**src/rtl/qnn_dense_arbiter.sv**
```systemverilog
// qnn_dense_arbiter: round-robin sharing of one qnn dense engine between
// N_REQ requesters. A granted requester owns the engine for the whole job:
// the arbiter issues eng_start, waits for eng_done (bounded by TIMEOUT),
// then returns a one-cycle req_done pulse to the owner.
//
// Optional feature macro: QNN_ARB_PERF_EN
//   defined   -> per-requester completed-job counters and a busy-cycle counter
//   undefined -> perf_jobs / perf_busy are tied to zero, no counter logic
module qnn_dense_arbiter #(
    parameter int N_REQ   = 4,
    parameter int TIMEOUT = 65535,
    parameter int IDW     = $clog2(N_REQ)
) (
    input  logic                        clk,
    input  logic                        rst_n,
    input  logic [N_REQ-1:0]            req,
    input  logic [N_REQ-1:0][1:0]       req_prec,
    output logic [N_REQ-1:0]            grant,
    output logic [IDW-1:0]              gnt_id,
    output logic [N_REQ-1:0]            req_done,
    output logic                        eng_start,
    output logic [1:0]                  eng_prec,
    input  logic                        eng_done,
    output logic                        busy,
    output logic                        err_timeout,
    output logic                        err_prec,
    output logic [N_REQ-1:0][15:0]      perf_jobs,
    output logic [31:0]                 perf_busy
);

    localparam int unsigned NR = N_REQ;
    localparam int          CW = $clog2(TIMEOUT);
    localparam logic [CW-1:0]    TMO_LAST = CW'(TIMEOUT - 1);
    localparam logic [N_REQ-1:0] ONE_HOT0 = N_REQ'(1);
    localparam logic [1:0]  PREC_BIN     = 2'd2;
    localparam logic [1:0]  PREC_ILLEGAL = 2'd3;

    typedef enum logic [1:0] {
        S_IDLE,
        S_START,
        S_WAIT,
        S_COMPLETE
    } state_t;

    state_t          state;
    logic [IDW-1:0]  last;
    logic [CW-1:0]   cnt;

    logic            win_valid;
    logic [IDW-1:0]  win_id;
    int unsigned     scan_idx;

    // Round-robin search: first asserted request after the previous owner.
    always_comb begin
        win_valid = 1'b0;
        win_id    = '0;
        scan_idx  = 0;
        for (int unsigned i = 1; i <= NR; i++) begin
            scan_idx = (32'(last) + i) % NR;
            if (!win_valid && req[IDW'(scan_idx)]) begin
                win_valid = 1'b1;
                win_id    = IDW'(scan_idx);
            end
        end
    end

    // Job sequencing FSM with all handshake outputs registered.
    always_ff @(posedge clk) begin
        if (!rst_n) begin
            state       <= S_IDLE;
            grant       <= '0;
            gnt_id      <= '0;
            req_done    <= '0;
            eng_start   <= 1'b0;
            eng_prec    <= '0;
            busy        <= 1'b0;
            err_timeout <= 1'b0;
            err_prec    <= 1'b0;
            last        <= IDW'(N_REQ - 1);
            cnt         <= '0;
        end else begin
            req_done    <= '0;
            err_timeout <= 1'b0;
            err_prec    <= 1'b0;
            case (state)
                S_IDLE: begin
                    if (win_valid) begin
                        grant     <= ONE_HOT0 << win_id;
                        gnt_id    <= win_id;
                        busy      <= 1'b1;
                        eng_start <= 1'b1;
                        if (req_prec[win_id] == PREC_ILLEGAL) begin
                            eng_prec <= PREC_BIN;
                            err_prec <= 1'b1;
                        end else begin
                            eng_prec <= req_prec[win_id];
                        end
                        state <= S_START;
                    end
                end
                S_START: begin
                    eng_start <= 1'b0;
                    cnt       <= '0;
                    state     <= S_WAIT;
                end
                S_WAIT: begin
                    // eng_done is checked first so a done/timeout tie completes cleanly
                    if (eng_done) begin
                        req_done <= grant;
                        state    <= S_COMPLETE;
                    end else if (cnt == TMO_LAST) begin
                        req_done    <= grant;
                        err_timeout <= 1'b1;
                        state       <= S_COMPLETE;
                    end else begin
                        cnt <= cnt + 1'b1;
                    end
                end
                S_COMPLETE: begin
                    grant <= '0;
                    busy  <= 1'b0;
                    last  <= gnt_id;
                    state <= S_IDLE;
                end
                default: begin
                    state <= S_IDLE;
                end
            endcase
        end
    end

`ifdef QNN_ARB_PERF_EN
    // Performance counters: saturating per-requester job count, wrapping busy count.
    always_ff @(posedge clk) begin
        if (!rst_n) begin
            perf_jobs <= '0;
            perf_busy <= '0;
        end else begin
            for (int unsigned i = 0; i < NR; i++) begin
                if (req_done[i] && (perf_jobs[i] != 16'hFFFF)) begin
                    perf_jobs[i] <= perf_jobs[i] + 16'd1;
                end
            end
            if (busy) begin
                perf_busy <= perf_busy + 32'd1;
            end
        end
    end
`else
    assign perf_jobs = '0;
    assign perf_busy = '0;
`endif

endmodule

```
**config.mk**
```make
export PLATFORM = sky130hd
export DESIGN_NAME = qnn_dense_arbiter
export DESIGN_NICKNAME = d
export VERILOG_FILES = /design/src/rtl/qnn_dense_arbiter.sv
export SDC_FILE = /design/constraint.sdc
export NUM_CORES = 1
export LEC_CHECK = 0
export ABC_AREA = 1
export CORE_MARGIN = 1
export CORE_UTILIZATION = 45
export CTS_CLUSTER_DIAMETER = 50
export CTS_CLUSTER_SIZE = 28
export DETAILED_ROUTE_END_ITERATION = 10
export GPL_TIMING_DRIVEN = 0
export PLACE_DENSITY = 0.92
export SYNTH_ARGS = -nofsm -noshare
export SYNTH_HDL_FRONTEND = slang
export SYNTH_SLANG_ARGS = --single-unit
```
**constraint.sdc**
```tcl
create_clock -name clk -period 2.9 [get_ports clk]
set_clock_uncertainty 0.2 [all_clocks]
set_input_delay 0.58 -clock clk [delete_from_list [all_inputs] [get_ports clk]]
set_output_delay 0.58 -clock clk [all_outputs]
set_load 0.05 [all_outputs]
```
==> key figures <==
CTS
  – Setup repair bufs after CTS: 0
  – CTS tree: built
  – Clock Path Buffers: 2
  – Post-CTS Hold Fix Bufs: 0
  – Clock buffer count from CTS: 5
  – Worst-Skew Late Latency: 0.29 ns
  – Sink Count: 36
  – CTS resizes: 0
  – Clock transition at the registers of the reported paths: 0.07 ns
  – CTS H-tree depth: 2
  – CTS root buffer: clkbuf_8

Global routing
  – Total gr overflow: 0
  – Largest net degree at the start of global routing: 12
  – GRT Util Overall: 0.179
  – Vias in the first global route: 2,204
  – First-pass GRT wire length: 9490 um
  – Antenna violations before repair: 0

Routing
  – Post-route ant nets: 0
  – # DRC: 0
  – Vias: 2,646
  – Final wirelength: 6090 um
  – Drt pass-1 iters: 4
  – Starting DRT DRC Count: 143
  – Vias per cell: 4.34
  – Detail-routed net length per standard cell: 10.0 um

Placement
  – GPL Wtd Cong: 0.924
  – I/O Buffers: 30
  – Final HPWL DP: 4870 um
  – Setup WS pre-CTS: 0.249 ns

Critical path
  – FF-to-FF setup slack: 0.50 ns
  – Worst-path maximum fanout: 10
  – Worst R2R End: cnt[14]$_SDFFE_PN0P_
  – Worst r2r src: state[0]$_SDFFE_PN0P_
  – Kind of critical path: reg2reg
  – CP Launch Type: flop
  – Req. time, crit path: 2.92 ns
  – Crit. End Element: flop
  – Reg2reg path depth: 10
  – Worst Path Arrival: 2.42 ns

STA
  – Worst-Margin Slew: 0.580 ns
  – Tcrit/Tclk final: 0.828
  – Final hold violations: 0
  – Relative slew margins: 0.609
  – FMAX: 416 MHz
  – Post-route setup TNS: 0 ns
  – Unrepaired setup endpoints after global routing: false
  – Final min period: 2.40 ns
  – Slew Viols, Final: 0
  – Final WS setup: 0.498 ns
  – Final setup viols: 0

Yosys
  – Synth top area share: 0.250
  – Cell taking the most area after synthesis: dfxtp_1
  – Ys Warns: 0
  – Cell area after synthesis: 0.00288 sq mm
  – Ranking of synthesized cells by area: dfxtp_1, buf_4, nand2_1
  – Avg Inst Size Synth: 7.18 sq um
  – Synthesized instance count: 401
  – Sequential area share after synthesis: 0.250
  – #FFs+latches synth: 36
  – Yosys cell types: 34

Hold path
  – Hold/Removal Path Class: reg2reg
  – Hold EP: busy$_SDFFE_PN0P_
  – Beginning of the worst hold path: busy$_SDFFE_PN0P_
  – Hold path cells: 2

Die
  – # rows: 28
  – Starting Density: 0.475
  – Die W: 82.0 um
  – Total die area: 0.00672 sq mm
  – Io pins: 127
  – Core ar.: 0.00606 sq mm
  – Die H: 82.0 um

Power and ir drop
  – Pwr Total: 2590 uW
  – Worst vdd ir: 0.000505 V
  – Leakage power total: 0.00190 uW
  – Pwr dens: 696 mW/mm^2

Cells and area
  – Layout cells sized above 1: 0.255
  – Antenna cells: 0
  – Area grow syn2layout: 29.3%
  – Fill count: 525
  – Register area: 721 sq um
  – Multi-input gate area: 0.00164 sq mm
  – Layout Nets: 555

Run status
  – Status: finished, final reports clean

Job
  – Max-Cap Viols: 0
## routing by layer
layer,vias up,GRT usage,part of all wire
li1,1358,-,-
met1,1153,0.209,0.42
met2,122,0.333,0.48
met3,13,0.0289,0.082
met4,0,0.0509,0.014
met5,-,0,0
## metrics by stage
stage	hold WS, ns	instance area [sq um]	std cells	util
floorplan	0.269	3240	496	-
global placement	0.253	3630	601	0.599
detailed placement	0.269	3630	601	0.599
CTS	0.280	3720	609	0.615
global route	0.295	3720	609	0.615
finish	0.275	3720	609	0.615
## synthesized netlist by cell type, drive strengths merged
cell type / number
nand2: 103
buf: 99
dfxtp: 36
inv: 28
a21oi: 26
nand3: 25
nor2: 24
nand4: 13
o21ai: 11
xor2: 8
ha: 7
nor3: 5
nor3b: 4
clkbuf: 3
xnor2: 2
a211oi: 1
and3: 1
conb: 1
nor2b: 1
nor4: 1
o31a: 1
or2: 1
## critical path, cell delays in order, from the launching register on
cell and delay [ns]:
dfxtp_1 0.34, inv_1 0.12, ha_1 0.15, clkbuf_1 0.42
inv_1 0.30, nand2_1 0.18, nand2_2 0.12, inv_2 0.14
buf_6 0.16, nand2_1 0.05, a21oi_1 0.14
## where the power goes
group	leakage, uW	total [uW]	internal (uW)	switching, uW
clock	0.0000445	371	193	178
sequential	0.000293	635	574	61.3
combinational	0.00156	1590	462	1120
## worst max path at each step
stage	start	to	slack [ns]
after CTS	req[3]	eng_prec[0]$_SDFFE_PN0P_	0.55
final	state[0]$_SDFFE_PN0P_	cnt[14]$_SDFFE_PN0P_	0.50
after global routing	state[0]$_SDFFE_PN0P_	cnt[14]$_SDFFE_PN0P_	0.35
after global placement	req[3]	eng_prec[0]$_SDFFE_PN0P_	0.33
after detailed placement	req[3]	eng_prec[0]$_SDFFE_PN0P_	0.25
after floorplan	req[1]	eng_prec[0]$_SDFFE_PN0P_	0.90
## logic make-up after synthesis
| family | Yosys count | share of synthesized area |
|---|---|---|
| buffers and inverters | 130 | 0.303 |
| other | 1 | 0.00130 |
| flip-flops | 36 | 0.250 |
| AO/OA/AOI/OAI | 39 | 0.0752 |
| XOR/XNOR | 10 | 0.0304 |
| AND/OR/NAND/NOR | 178 | 0.310 |
| adder cells (fa/ha/maj) | 7 | 0.0304 |
## cells in the final DEF (no fill, tap or decap), drive strengths merged
cell type	instances
o21ai	11
nor3b	4
nor2b	1
a21oi	26
and3	1
clkbuf	10
ha	7
nand4	13
nor2	24
clkinvlp	1
dfxtp	36
xnor2	2
o31a	1
nand3	25
xor2	8
nor4	1
clkdlybuf4s50	30
inv	28
or2	1
a211oi	1
conb	96
nor3	5
nand2	103
buf	99
## area by class of cell
class	instances	area share
clock inverters	1	0.00202
flip-flops and latches	36	0.193
clock buffers	7	0.0232
repair buffers	30	0.0806
inverters	28	0.0302
multi-input cells	330	0.441
plain buffers	102	0.204
well taps	75	0.0252
## flip-flops by register name, summed over array words and instances, names as in the netlist
| signal | flops |
|---|---|
| eng_start | 1 |
| grant | 4 |
| last | 2 |
| busy | 1 |
| gnt_id | 2 |
| err_timeout | 1 |
| cnt | 16 |
| req_done | 4 |
| err_prec | 1 |
| state | 2 |
| eng_prec | 2 |
Power figures use the tool's default switching activity.
